[src/rtl/conv_pkg.sv]
// Shared constants for the rate-1/2 convolutional encoder and the Viterbi decoder.
// Generator polynomials are octal, indexed by constraint length K.
package conv_pkg;

  localparam int K_MIN = 3;
  localparam int K_MAX = 6;

  // Generator bit (K-1-j) taps the input delayed by j bits.
  localparam logic [5:0] G0 [K_MIN:K_MAX] = '{6'o07, 6'o15, 6'o23, 6'o53};
  localparam logic [5:0] G1 [K_MIN:K_MAX] = '{6'o05, 6'o17, 6'o35, 6'o75};

  typedef enum logic [1:0] {
    IDLE,
    ENCODE,
    FLUSH
  } enc_state_t;

  function automatic logic parity(input logic [5:0] v);
    return ^v;
  endfunction

  function automatic logic [2:0] clamp_k(input logic [2:0] c);
    if (c < 3'(K_MIN)) return 3'(K_MIN);
    if (c > 3'(K_MAX)) return 3'(K_MAX);
    return c;
  endfunction

endpackage

[src/rtl/conv_parity_gen.sv]
// Combinational tap-and-XOR of {shift register, current bit} against the
// g0/g1 generators selected by the constraint length k.
module conv_parity_gen
  import conv_pkg::*;
#(
  parameter int MAX_K = 6
) (
  input  logic             u,
  input  logic [MAX_K-2:0] sr,
  input  logic [2:0]       k,
  output logic [1:0]       sym
);

  logic [5:0]       g0, g1;
  logic [MAX_K-1:0] win, taps0, taps1;
  logic [2:0]       idx;

  always_comb begin
    case (k)
      3'd3:    begin g0 = G0[3]; g1 = G1[3]; end
      3'd4:    begin g0 = G0[4]; g1 = G1[4]; end
      3'd5:    begin g0 = G0[5]; g1 = G1[5]; end
      default: begin g0 = G0[6]; g1 = G1[6]; end
    endcase
    win   = {sr, u};
    taps0 = '0;
    taps1 = '0;
    idx   = '0;
    // Reverse the generator so window bit j lines up with generator bit K-1-j.
    for (int unsigned j = 0; j < MAX_K; j++) begin
      if (j < 32'(k)) begin
        idx      = k - 3'(j) - 3'd1;
        taps0[j] = g0[idx];
        taps1[j] = g1[idx];
      end
    end
    sym = {parity(6'(win & taps0)), parity(6'(win & taps1))};
  end

endmodule

[src/rtl/conv_encoder_sys.sv]
// Framed rate-1/2 convolutional encoder with K-1 zero tail and run-time K (3..6).
// Optional rate-2/3 puncturing ([11;10]) when CONV_PUNCTURE_EN is defined.
module conv_encoder_sys
  import conv_pkg::*;
#(
  parameter int MAX_K   = 6,
  parameter bit TAIL_EN = 1'b1
) (
  input  logic       clk,
  input  logic       rst_n,
  input  logic [2:0] choose_constraint_length,
  input  logic       data_in,
  input  logic       data_valid,
  input  logic       data_last,
  output logic       data_ready,
  output logic [1:0] encoded_bits,
  output logic       enc_valid,
  output logic       enc_last,
  input  logic       enc_ready
`ifdef CONV_PUNCTURE_EN
  ,
  output logic [1:0] sym_mask
`endif
);

  enc_state_t       state;
  logic [MAX_K-2:0] sr, sr_mask, sr_next;
  logic [2:0]       k_q, k_sel, tail_cnt;
  logic             load, step, u, last_sym;
  logic [1:0]       sym;

  assign load       = !enc_valid || enc_ready;
  assign data_ready = (state != FLUSH) && load && rst_n;
  assign k_sel      = (state == IDLE) ? clamp_k(choose_constraint_length) : k_q;
  assign u          = (state == FLUSH) ? 1'b0 : data_in;
  assign step       = (state == FLUSH) ? load : (data_valid && data_ready);

  always_comb begin
    sr_mask = '0;
    for (int unsigned j = 0; j < 32'(MAX_K - 1); j++) begin
      sr_mask[j] = (j + 1 < 32'(k_sel));
    end
    sr_next  = {sr[MAX_K-3:0], u} & sr_mask;
    last_sym = (state == FLUSH) ? (tail_cnt == 3'd1) : (data_last && !TAIL_EN);
  end

`ifdef CONV_PUNCTURE_EN
  logic odd_q, odd_cur;
  // Every frame's first symbol is an even (full) symbol.
  assign odd_cur = (state == IDLE) ? 1'b0 : odd_q;
`endif

  conv_parity_gen #(.MAX_K(MAX_K)) u_parity (
    .u   (u),
    .sr  (sr),
    .k   (k_sel),
    .sym (sym)
  );

  always_ff @(posedge clk) begin
    if (!rst_n) begin
      state        <= IDLE;
      sr           <= '0;
      k_q          <= 3'(K_MIN);
      tail_cnt     <= '0;
      enc_valid    <= 1'b0;
      enc_last     <= 1'b0;
      encoded_bits <= '0;
`ifdef CONV_PUNCTURE_EN
      sym_mask     <= '1;
      odd_q        <= 1'b0;
`endif
    end else if (step) begin
      sr        <= sr_next;
      enc_valid <= 1'b1;
      enc_last  <= last_sym;
`ifdef CONV_PUNCTURE_EN
      encoded_bits <= {sym[1], sym[0] & !odd_cur};
      sym_mask     <= odd_cur ? 2'b10 : 2'b11;
      odd_q        <= !odd_cur;
`else
      encoded_bits <= sym;
`endif
      case (state)
        IDLE, ENCODE: begin
          if (state == IDLE) k_q <= k_sel;
          if (data_last) begin
            if (TAIL_EN) begin
              state    <= FLUSH;
              tail_cnt <= k_sel - 3'd1;
            end else begin
              state <= IDLE;
            end
          end else begin
            state <= ENCODE;
          end
        end
        FLUSH: begin
          tail_cnt <= tail_cnt - 3'd1;
          if (tail_cnt == 3'd1) state <= IDLE;
        end
        default: state <= IDLE;
      endcase
    end else if (load) begin
      enc_valid <= 1'b0;
      enc_last  <= 1'b0;
    end
  end

endmodule

[config.mk]
export PLATFORM = sky130hd
export DESIGN_NAME = conv_encoder_sys
export DESIGN_NICKNAME = d
export VERILOG_FILES = /design/src/rtl/conv_pkg.sv /design/src/rtl/conv_parity_gen.sv /design/src/rtl/conv_encoder_sys.sv
export SDC_FILE = /design/constraint.sdc
export NUM_CORES = 1
export LEC_CHECK = 0
export CORE_UTILIZATION = 53
export CTS_BUF_LIST = sky130_fd_sc_hd__clkbuf_16
export DETAILED_ROUTE_END_ITERATION = 8
export HOLD_SLACK_MARGIN = 0.1
export PLACE_DENSITY = 0.77
export SYNTH_ARGS = -nofsm -noshare
export SYNTH_HDL_FRONTEND = slang
export SYNTH_HIERARCHICAL = 1
export SYNTH_SLANG_ARGS = --single-unit
[constraint.sdc]
create_clock -name clk -period 4.5 [get_ports clk]
set_input_delay 1.35 -clock clk [delete_from_list [all_inputs] [get_ports clk]]
set_output_delay 1.35 -clock clk [all_outputs]
set_load 0.02 [all_outputs]
# ---- Word level (Yosys, flattened, before mapping)
# Index checks and enable logic that the tools add are counted.
dict set report word_totals {
  input_bits 9
  wordCells 115
  output_inout_bits 5
  ff_bits 17
}
dict set report classes {
  addsub 11
  muxes 57
  n_eq_ne 9
  bitwise_logic 3
  magnitude_cmp 14
  reduce_logical 14
}
# operator count
set op_table {}
lappend op_table {{1-bit binary-select mux with 3-bit select} 12}
lappend op_table {{6-bit case mux with 3 select lines} 2}
lappend op_table {{1-bit 2-to-1 mux} 33}
lappend op_table {{3-bit by 4-bit < comparator with 1-bit output, second input constant} 6}
lappend op_table {{3-bit by 1-bit subtractor with 3-bit output, second input constant} 7}
lappend op_table {{3-bit 2-to-1 mux} 6}
lappend op_table {{6-bit AND} 2}
lappend op_table {{6-bit parity} 2}
lappend op_table {{3-bit equality test, second input constant} 2}
lappend op_table {{1-bit by 3-bit < comparator with 1-bit output, first input constant} 2}
lappend op_table {{2-bit by 3-bit < comparator with 1-bit output, first input constant} 2}
lappend op_table {{3-bit < comparator, first input constant} 2}
lappend op_table {{3-bit case mux with 2 select lines} 1}
lappend op_table {{3-bit AND reduction} 2}
lappend op_table {{3-bit by 2-bit subtractor with 3-bit output, second input constant} 2}
lappend op_table {{3-bit subtractor, second input constant} 2}
lappend op_table {{5-bit AND} 1}
lappend op_table {{2-bit 2-to-1 mux} 2}
lappend op_table {{2-bit inequality test, second input constant} 2}
lappend op_table {{2-bit case mux with 2 select lines} 1}
lappend op_table {{2-bit nonzero test} 2}
lappend op_table {{3-bit by 1-bit equality test with 1-bit output, second input constant} 1}
lappend op_table {{3-bit by 2-bit equality test with 1-bit output, second input constant} 1}
lappend op_table {{3-bit > comparator, second input constant} 1}
lappend op_table {{10 further kinds} 12}

# ---- Longest topological paths before layout
# Gate-level depths: netlist of the first run.
dict set report logic_depth {
  ltp_word 13
  depth_mapped 18
  ltp_nobuf 13
}

# ---- Cells and area by module
# Netlist of the first run, hierarchy kept.
# module cells_each instances area_each_um2 seq_area_each_um2
set modules_own_cells {}
lappend modules_own_cells {conv_encoder_sys 114 1 897.1 340.3}
lappend modules_own_cells {conv_parity_gen 119 1 835.8 0.0}

# ---- Worst setup path before layout of the first run
# Ideal clock, no wire load.
dict set report synth_timing {
  kind {input -> register}
  from {in choose_constraint_length[2]}
  to {reg encoded_bits[0]}
  n_path_buf 2
  arrival_time_ns 4.230
  required_ns 4.430
  stages 14
  setup_time_ns 0.070
  path_slack_ns 0.200
  cell_sequence {nor2b_1 -> o31ai_1 -> buf_2 -> inv_1 -> ha_1 -> clkbuf_1 -> or4b_1 -> a21oi_1 -> o31ai_1 -> xnor2_1 -> xnor2_1 -> xnor2_1 -> nand2_1 -> a21oi_1}
}
dict set report synth_via {
  elab_chain_cells 13
  word_cells_on_any_way 49
  classes_between {10 x add/sub; 8 x order compare; 3 x eq/ne; 26 x mux; 1 x bitwise; 1 x reduce/logical}
}
# item line_no
set synth_lines {}
lappend synth_lines {{start: declaration} conv_encoder_sys.sv:11} ;# input logic [2:0] choose_constraint_length,
lappend synth_lines {{3-bit > comparator} conv_pkg.sv:24} ;# if (c > 3'(K_MAX)) return 3'(K_MAX);
lappend synth_lines {{1-bit 2-to-1 mux (2 in series)} conv_pkg.sv:24}
lappend synth_lines {{3-bit 2-to-1 mux} conv_pkg.sv:25} ;# return c;
lappend synth_lines {{3-bit 2-to-1 mux (*)} conv_pkg.sv:24}
lappend synth_lines {{3-bit 2-to-1 mux (*)} conv_encoder_sys.sv:34} ;# assign k_sel = (state == IDLE) ? clamp_k(choose_constraint_length) : k_q;
lappend synth_lines {{net k_sel[1]} conv_encoder_sys.sv:28} ;# logic [2:0] k_q, k_sel, tail_cnt;
lappend synth_lines {{3-bit by 1-bit subtractor with 3-bit output (tied with other cells)} conv_parity_gen.sv:32} ;# idx = k - 3'(j) - 3'd1;
lappend synth_lines {{3-bit by 1-bit subtractor with 3-bit output or 6-bit case mux with 3 select lines (tied branches)} {conv_parity_gen.sv:32, conv_parity_gen.sv:19}}
lappend synth_lines {{1-bit binary-select mux with 3-bit select} conv_parity_gen.sv:34} ;# taps1[j] = g1[idx];
lappend synth_lines {{1-bit 2-to-1 mux (not written as such)} conv_parity_gen.sv:34}
lappend synth_lines {{1-bit 2-to-1 mux} conv_parity_gen.sv:31} ;# if (j < 32'(k)) begin
lappend synth_lines {{6-bit AND (*)} conv_parity_gen.sv:37} ;# sym = {parity(6'(win & taps0)), parity(6'(win & taps1))};
lappend synth_lines {{6-bit parity (*)} conv_pkg.sv:19} ;# return ^v;
lappend synth_lines {{net sym[0]} conv_encoder_sys.sv:30} ;# logic [1:0] sym;
lappend synth_lines {{end signal: assignment} conv_encoder_sys.sv:82} ;# encoded_bits <= sym;
lappend synth_lines {{end: declaration} conv_encoder_sys.sv:16} ;# output logic [1:0] encoded_bits,
# The timed path passes the listed nets; every way through them passes the cells marked *. The select of a mux whose other input is x is not followed.
# A chain may end at the register's enable or synchronous reset.

# ---- Worst setup path after layout of the first run
dict set report layout_timing {
  from {in rst_n}
  to {out data_ready}
}
dict set report layout_via {
  elab_chain_cells 1
}
# item line_no
set layout_lines {}
lappend layout_lines {{start: declaration} conv_encoder_sys.sv:10} ;# input logic rst_n,
lappend layout_lines {{1-bit logical AND} conv_encoder_sys.sv:33} ;# assign data_ready = (state != FLUSH) && load && rst_n;
lappend layout_lines {{end: declaration} conv_encoder_sys.sv:15} ;# output logic data_ready,
# No other way between the ends.

==> results of run 1 <==
## power groups by stage
| stage | logic (mW) | registers [mW] | clock network, mW |
|---|---|---|---|
| floorplan | 0.224 | 0.173 | 0 |
| global placement | 0.289 | 0.177 | 0 |
| detailed placement | 0.293 | 0.177 | 0 |
| CTS | 0.295 | 0.174 | 0.181 |
| global route | 0.330 | 0.176 | 0.186 |
| finish | 0.299 | 0.175 | 0.177 |
## final timing paths
kind,endpoint,depth (start not counted),start,slack (ns)
setup / recovery,data_ready,4,rst_n,0.30
hold / removal,sr[4],2,sr[4],0.45
setup reg to reg,encoded_bits[1],13,state[0],1.37
hold reg to reg,sr[4],2,sr[4],0.45
## kinds of logic after synthesis
group,share of synthesized area [%]
AND/OR/NAND/NOR,26.8
AO/OA/AOI/OAI,29.1
buffers and inverters,7.36
flip-flops,19.6
adder cells (fa/ha/maj),9.39
XOR/XNOR,7.15
multiplexers,0.578
## critical path: cells and delay by family
family / cells / cell delay (ns)
buffers and inverters: 3 / 1.31
AND/OR/NAND/NOR: 1 / 0.20
## registers in the layout, summed over array words and instances, names as in the netlist
name / count
enc_last: 1
enc_valid: 1
encoded_bits: 2
k_q: 3
sr: 5
state: 2
tail_cnt: 3
## routing by layer
layer	track usage [%]	share of wire (%)	vias to the layer above
li1	-	-	875
met1	37.4	51	787
met2	37.1	44	38
met3	3.93	4.6	2
met4	4.08	0.40	0
met5	0	0	-
## stage by stage
stage / hold WS [ns] / utilization (%)
final: 0.446 / 65.0
after floorplan: 0.427 / -
after detailed placement: 0.445 / 62.4
after global routing: 0.469 / 65.0
after global placement: 0.439 / 62.4
after CTS: 0.452 / 65.0
## area by class of cell
| class | instances | area [sq um] |
|---|---|---|
| multi-input cells | 188 | 1260 |
| fillers | 278 | 1080 |
| flip-flops and latches | 17 | 340 |
| repair buffers | 24 | 213 |
| clock buffers | 3 | 75.1 |
| well taps | 44 | 55.1 |
| inverters | 13 | 48.8 |
| clock inverters | 1 | 5.00 |
## placed cells by master, fill, tap and decap left out, types with 3 or more instances in the layout
master and count:
nand2_1 25, a21oi_1 19, nor2_1 18, dfxtp_1 17, ha_1 13, clkdlybuf4s50_1 13, inv_1 12, buf_4 11
o21ai_0 10, nor2b_1 8, nand3_1 8, o211ai_1 7, xnor2_1 6, nand2b_1 5, a31oi_1 5, nor3_1 4
and2_1 3, a22oi_1 3, xor2_1 3, o2111ai_1 3, clkbuf_16 3, nor4_1 3
==> flow_metrics.tcl, run 1 <==
set metrics [dict create \
    status "finished, final reports clean" \
    min_period_ns 4.20 \
    grt_pass1_vias 1472 \
    root_buffer "clkbuf_16" \
    clkPwrFrac_pct 27.2 \
    cts_buffer_depth 2 \
    post-route-period-util_pct 93.4 \
    finalSetupTns_ns 0 \
    vias 1702 \
    gp_congestion 0.884 \
    hp-class "reg -> reg" \
    critPathKind "in -> out" \
    hold_viol 0 \
    ys_async_sr_fraction_pct 0 \
    fin_ws_ns 0.295 \
    yosysSeqAreaShare_pct 19.6 \
    post-place-ws_ns 0.154 \
    cts_sinks 17 \
    post_drt_via_cell_ratio 5.87 \
    avgSynthCellArea_sq_um 7.44 \
    max_slew.worst_pin.slew_ns 0.482 \
    final_net_count 269 \
    startpoint_type "input pin" \
    fin_worst_skew_ns 0.00164 \
    switchingPower_mw 0.242 \
    relSlewSlack_pct 67.9 \
    clock_latency_ns 0.25 \
    drt-initial-drc-count 105 \
    finalSetupViolations 0 \
    yosysUniqueCellTypes 57 \
    dp_hpwl_mm 3.03 \
    cts_buffers 3 \
    combPwrFrac_pct 46.0 \
    routed_wl_mm 3.97 \
    drc 0 \
    start_util_pct 56.3 \
    power_density_nw_per_um2 325 \
    drv_cap 0 \
    yosysMostFrequentCell "nand2_1" \
    crit_chain "clkdlybuf4s50_1 > inv_1 > nor3_1 > clkdlybuf4s50_1" \
    drive_gt1_share_pct 8.94 \
    synth-seq-cells 17 \
    placed_area_sq_um 1920 \
    post_cts_buffers 0 \
    rows 20 \
    cpPeakStageDelay_ns 0.63 \
    synth-warning-count 6 \
    required_ns 3.15 \
    first_pass_iters 4 \
    syn2layout_area_growth_pct 15.5 \
    synth_area_sq_um 1730 \
    tritoncts "built" \
    syn_inst 233 \
    synth_nets 255 \
    drv_slew 0 \
    die_y_microns 59.2 \
    endpoint_kind "output pin" \
    cpMostUsedCell "clkdlybuf4s50_1" \
    placed_cells 286 \
    seqPwrFrac_pct 26.9 \
    stdcell_area_sq_um 2000 \
    synth_area_leaders "dfxtp_1 20%, ha_1 9.4%, a21oi_1 5.5%" \
    ir_drop_mv 0.293 \
    synthTopCellsByCount "25 x nand2_1, 19 x a21oi_1, 18 x nor2_1" \
    synth.top_cell.area_share_pct 19.6 \
    fmax_ghz 0.238 \
    switching_share_pct 37.2 \
    finalPower_mw 0.650 \
    grt_use_total_pct 24.7 \
    rsz0062_at_grt "no" \
    grt_pass1_wl_mm 6.71 \
    antennaDiodeCount 0 \
    dieArea_sq_um 3500 \
    power_leakage_nw 0.766 \
    pin_count 14 \
    synth_edf_count 0 \
    routedWlPerCell_microns 13.7 \
    fp.dieW_microns 59.2 \
    ys.flop_type "dfxtp_1" \
    drtAntennaViolNets 0 \
    clk_pin_slew_ns 0.05 \
    h-tree-depth 1 \
    io_buffer_count 13 \
    fp.coreArea_sq_um 3080 \
    antenna_found_initial 0 \
    instances_no_fill 290 \
    grt_overflow 0 \
    holdBufCountCts 0 \
    crit_slowest_cell "clkdlybuf4s50_1" \
    internal_power_mw 0.408 \
    worstPathArrival_ns 2.85 \
    post_cts_resized 0 \
    yosys.area.top_type "dfxtp_1" \
    grt_max_degree 19 \
    path_max_fanout 5 \
]
(Power assumes the default switching activity.)
==> inputs of run 2 (changes only) <==
- PLACE_DENSITY: 0.77 -> 0.8
==> run 2 against run 1 <==
Combinational power shrank 1%. Non-clock buffer count grew 1. Clock skew is essentially flat. Critical path depth grew 10. Critical path type is now in -> reg. Sequential power is essentially flat. Clock-buffer cell count is the same.
==> flow_metrics.tcl, run 2 (synthesized netlist as in run 1, its figures left out) <==
set metrics [dict create \
    h-tree-depth 1 \
    reg.largest.list "sr (5), k_q (3), tail_cnt (3)" \
    rows 20 \
    hold_depth 2 \
    dieArea_sq_um 3500 \
    cts_sinks 17 \
    first_pass_iters 4 \
    status "finished, final reports clean" \
    dp_hpwl_mm 3.13 \
    nFillCells 275 \
    finalPower_mw 0.650 \
    cpPeakStageDelay_ns 0.54 \
    ir_drop_mv 0.220 \
    syn2layout_area_growth_pct 16.0 \
    use_met1_pct 39.1 \
    power_leakage_nw 0.770 \
    power_density_nw_per_um2 323 \
    drv_cap 0 \
    internal_power_mw 0.405 \
    root_buffer "clkbuf_16" \
    antennaDiodeCount 0 \
    critPathKind "in -> reg" \
    rsz0062_at_grt "no" \
    max_slew.worst_pin.slew_ns 0.461 \
    clkPwrFrac_pct 27.6 \
    io_buffer_count 13 \
    die_y_microns 59.2 \
    grt_pass1_vias 1466 \
    drc 0 \
    seqPwrFrac_pct 26.9 \
    hp-class "reg -> reg" \
    finalSetupTns_ns 0 \
    stdcell_area_sq_um 2010 \
    drive_gt1_share_pct 9.31 \
    combPwrFrac_pct 45.4 \
    vias 1726 \
    tritoncts "built" \
    start_util_pct 56.3 \
    drtAntennaViolNets 0 \
    fp.coreArea_sq_um 3080 \
    regMostFlops "sr" \
    reg2regPathDepth 13 \
    routedWlPerCell_microns 14.3 \
    crit_slowest_cell "or4b_1" \
    fmax_ghz 0.239 \
    clk_pin_slew_ns 0.05 \
    multiInputGateArea_sq_um 1260 \
    grt_use_total_pct 26.1 \
    clock_latency_ns 0.25 \
    holdWs_ns 0.447 \
    holdBufCountCts 0 \
    endpoint_kind "flop" \
    antenna_found_initial 0 \
    fin_worst_skew_ns 0.00148 \
    post_cts_resized 0 \
    post_drt_via_cell_ratio 5.93 \
    hold_viol 0 \
    crit_chain "clkdlybuf4s50_1 > nor2b_1 > and3b_1 > nor2_1 > inv_2 > ha_1 > or4b_1 > a21oi_1 > o31ai_1 > xnor2_1 > xnor2_1 > xnor2_1 > nand2_1 > a21oi_1" \
    cts_buffer_depth 2 \
    grt_use_met2_pct 38.8 \
    grt_pass1_wl_mm 6.95 \
    met3_usage_pct 5.24 \
    grt-busiest-layer "met1" \
    switchingPower_mw 0.244 \
    path_max_fanout 6 \
    grt_max_degree 24 \
    mostFrequentLayoutCell "nand2_1" \
    cpMostUsedCell "xnor2_1" \
    routed_wl_mm 4.16 \
    min_period_ns 4.19 \
    cts_buffers 3 \
    final_net_count 270 \
    startpoint_type "input pin" \
    instances_no_fill 291 \
    drv_slew 0 \
    finalSetupViolations 0 \
    post_cts_buffers 0 \
    final_cell_mix "25 x nand2_1, 19 x a21oi_1, 18 x nor2_1" \
    grt_overflow 0 \
    largest_reg_flops 5 \
    relSlewSlack_pct 69.3 \
    gp_congestion 0.899 \
    fp.dieW_microns 59.2 \
    worstPathArrival_ns 4.36 \
    placed_cells 287 \
    switching_share_pct 37.6 \
    required_ns 4.68 \
    pin_count 14 \
    post-route-period-util_pct 93.0 \
    drt-initial-drc-count 99 \
    placed_area_sq_um 1930 \
    regArea_sq_um 340 \
]
[run 2: worst paths after layout]
path / from / to / slack, ns
worst max-delay path: choose_constraint_length[0] / encoded_bits[0] / 0.31
worst min-delay path: sr[4] / sr[4] / 0.45
worst min register to register: sr[4] / sr[4] / 0.45
worst max register to register: state[0] / encoded_bits[0] / 1.34
[run 2: cell type report]
type	count	area share (%)
multi-input combinational	188	63.0
sequential	17	16.9
timing repair buffer	25	11.0
clock buffer	3	3.74
tap	44	2.74
inverter	13	2.43
clock inverter	1	0.249
[run 2: critical path, delay by kind of cell]
| family | cells | cell delay (ns) |
|---|---|---|
| AO/OA/AOI/OAI | 3 | 0.42 |
| XOR/XNOR | 3 | 0.49 |
| adder cells (fa/ha/maj) | 1 | 0.37 |
| buffers and inverters | 2 | 0.58 |
| AND/OR/NAND/NOR | 5 | 1.16 |
[run 2: power groups by stage]
| stage | registers, mW | clock network [mW] | logic [mW] |
|---|---|---|---|
| floorplan | 0.173 | 0 | 0.224 |
| global placement | 0.177 | 0 | 0.288 |
| detailed placement | 0.177 | 0 | 0.291 |
| CTS | 0.175 | 0.183 | 0.293 |
| global route | 0.177 | 0.190 | 0.328 |
| finish | 0.175 | 0.180 | 0.295 |
[run 2: per-layer routing]
metal	wire, microns	vias up
met5	0	-
met4	27	0
met3	114	4
met2	1920	30
met1	2090	820
li1	-	872
[run 2: metrics by stage]
stage	worst slack (ns)	util [%]
3_3_place_gp	0.196	62.7
2_1_floorplan	0.200	-
3_5_place_dp	0.0646	62.7
6_report	0.314	65.3
4_1_cts	0.322	65.3
5_1_grt	0.105	65.3
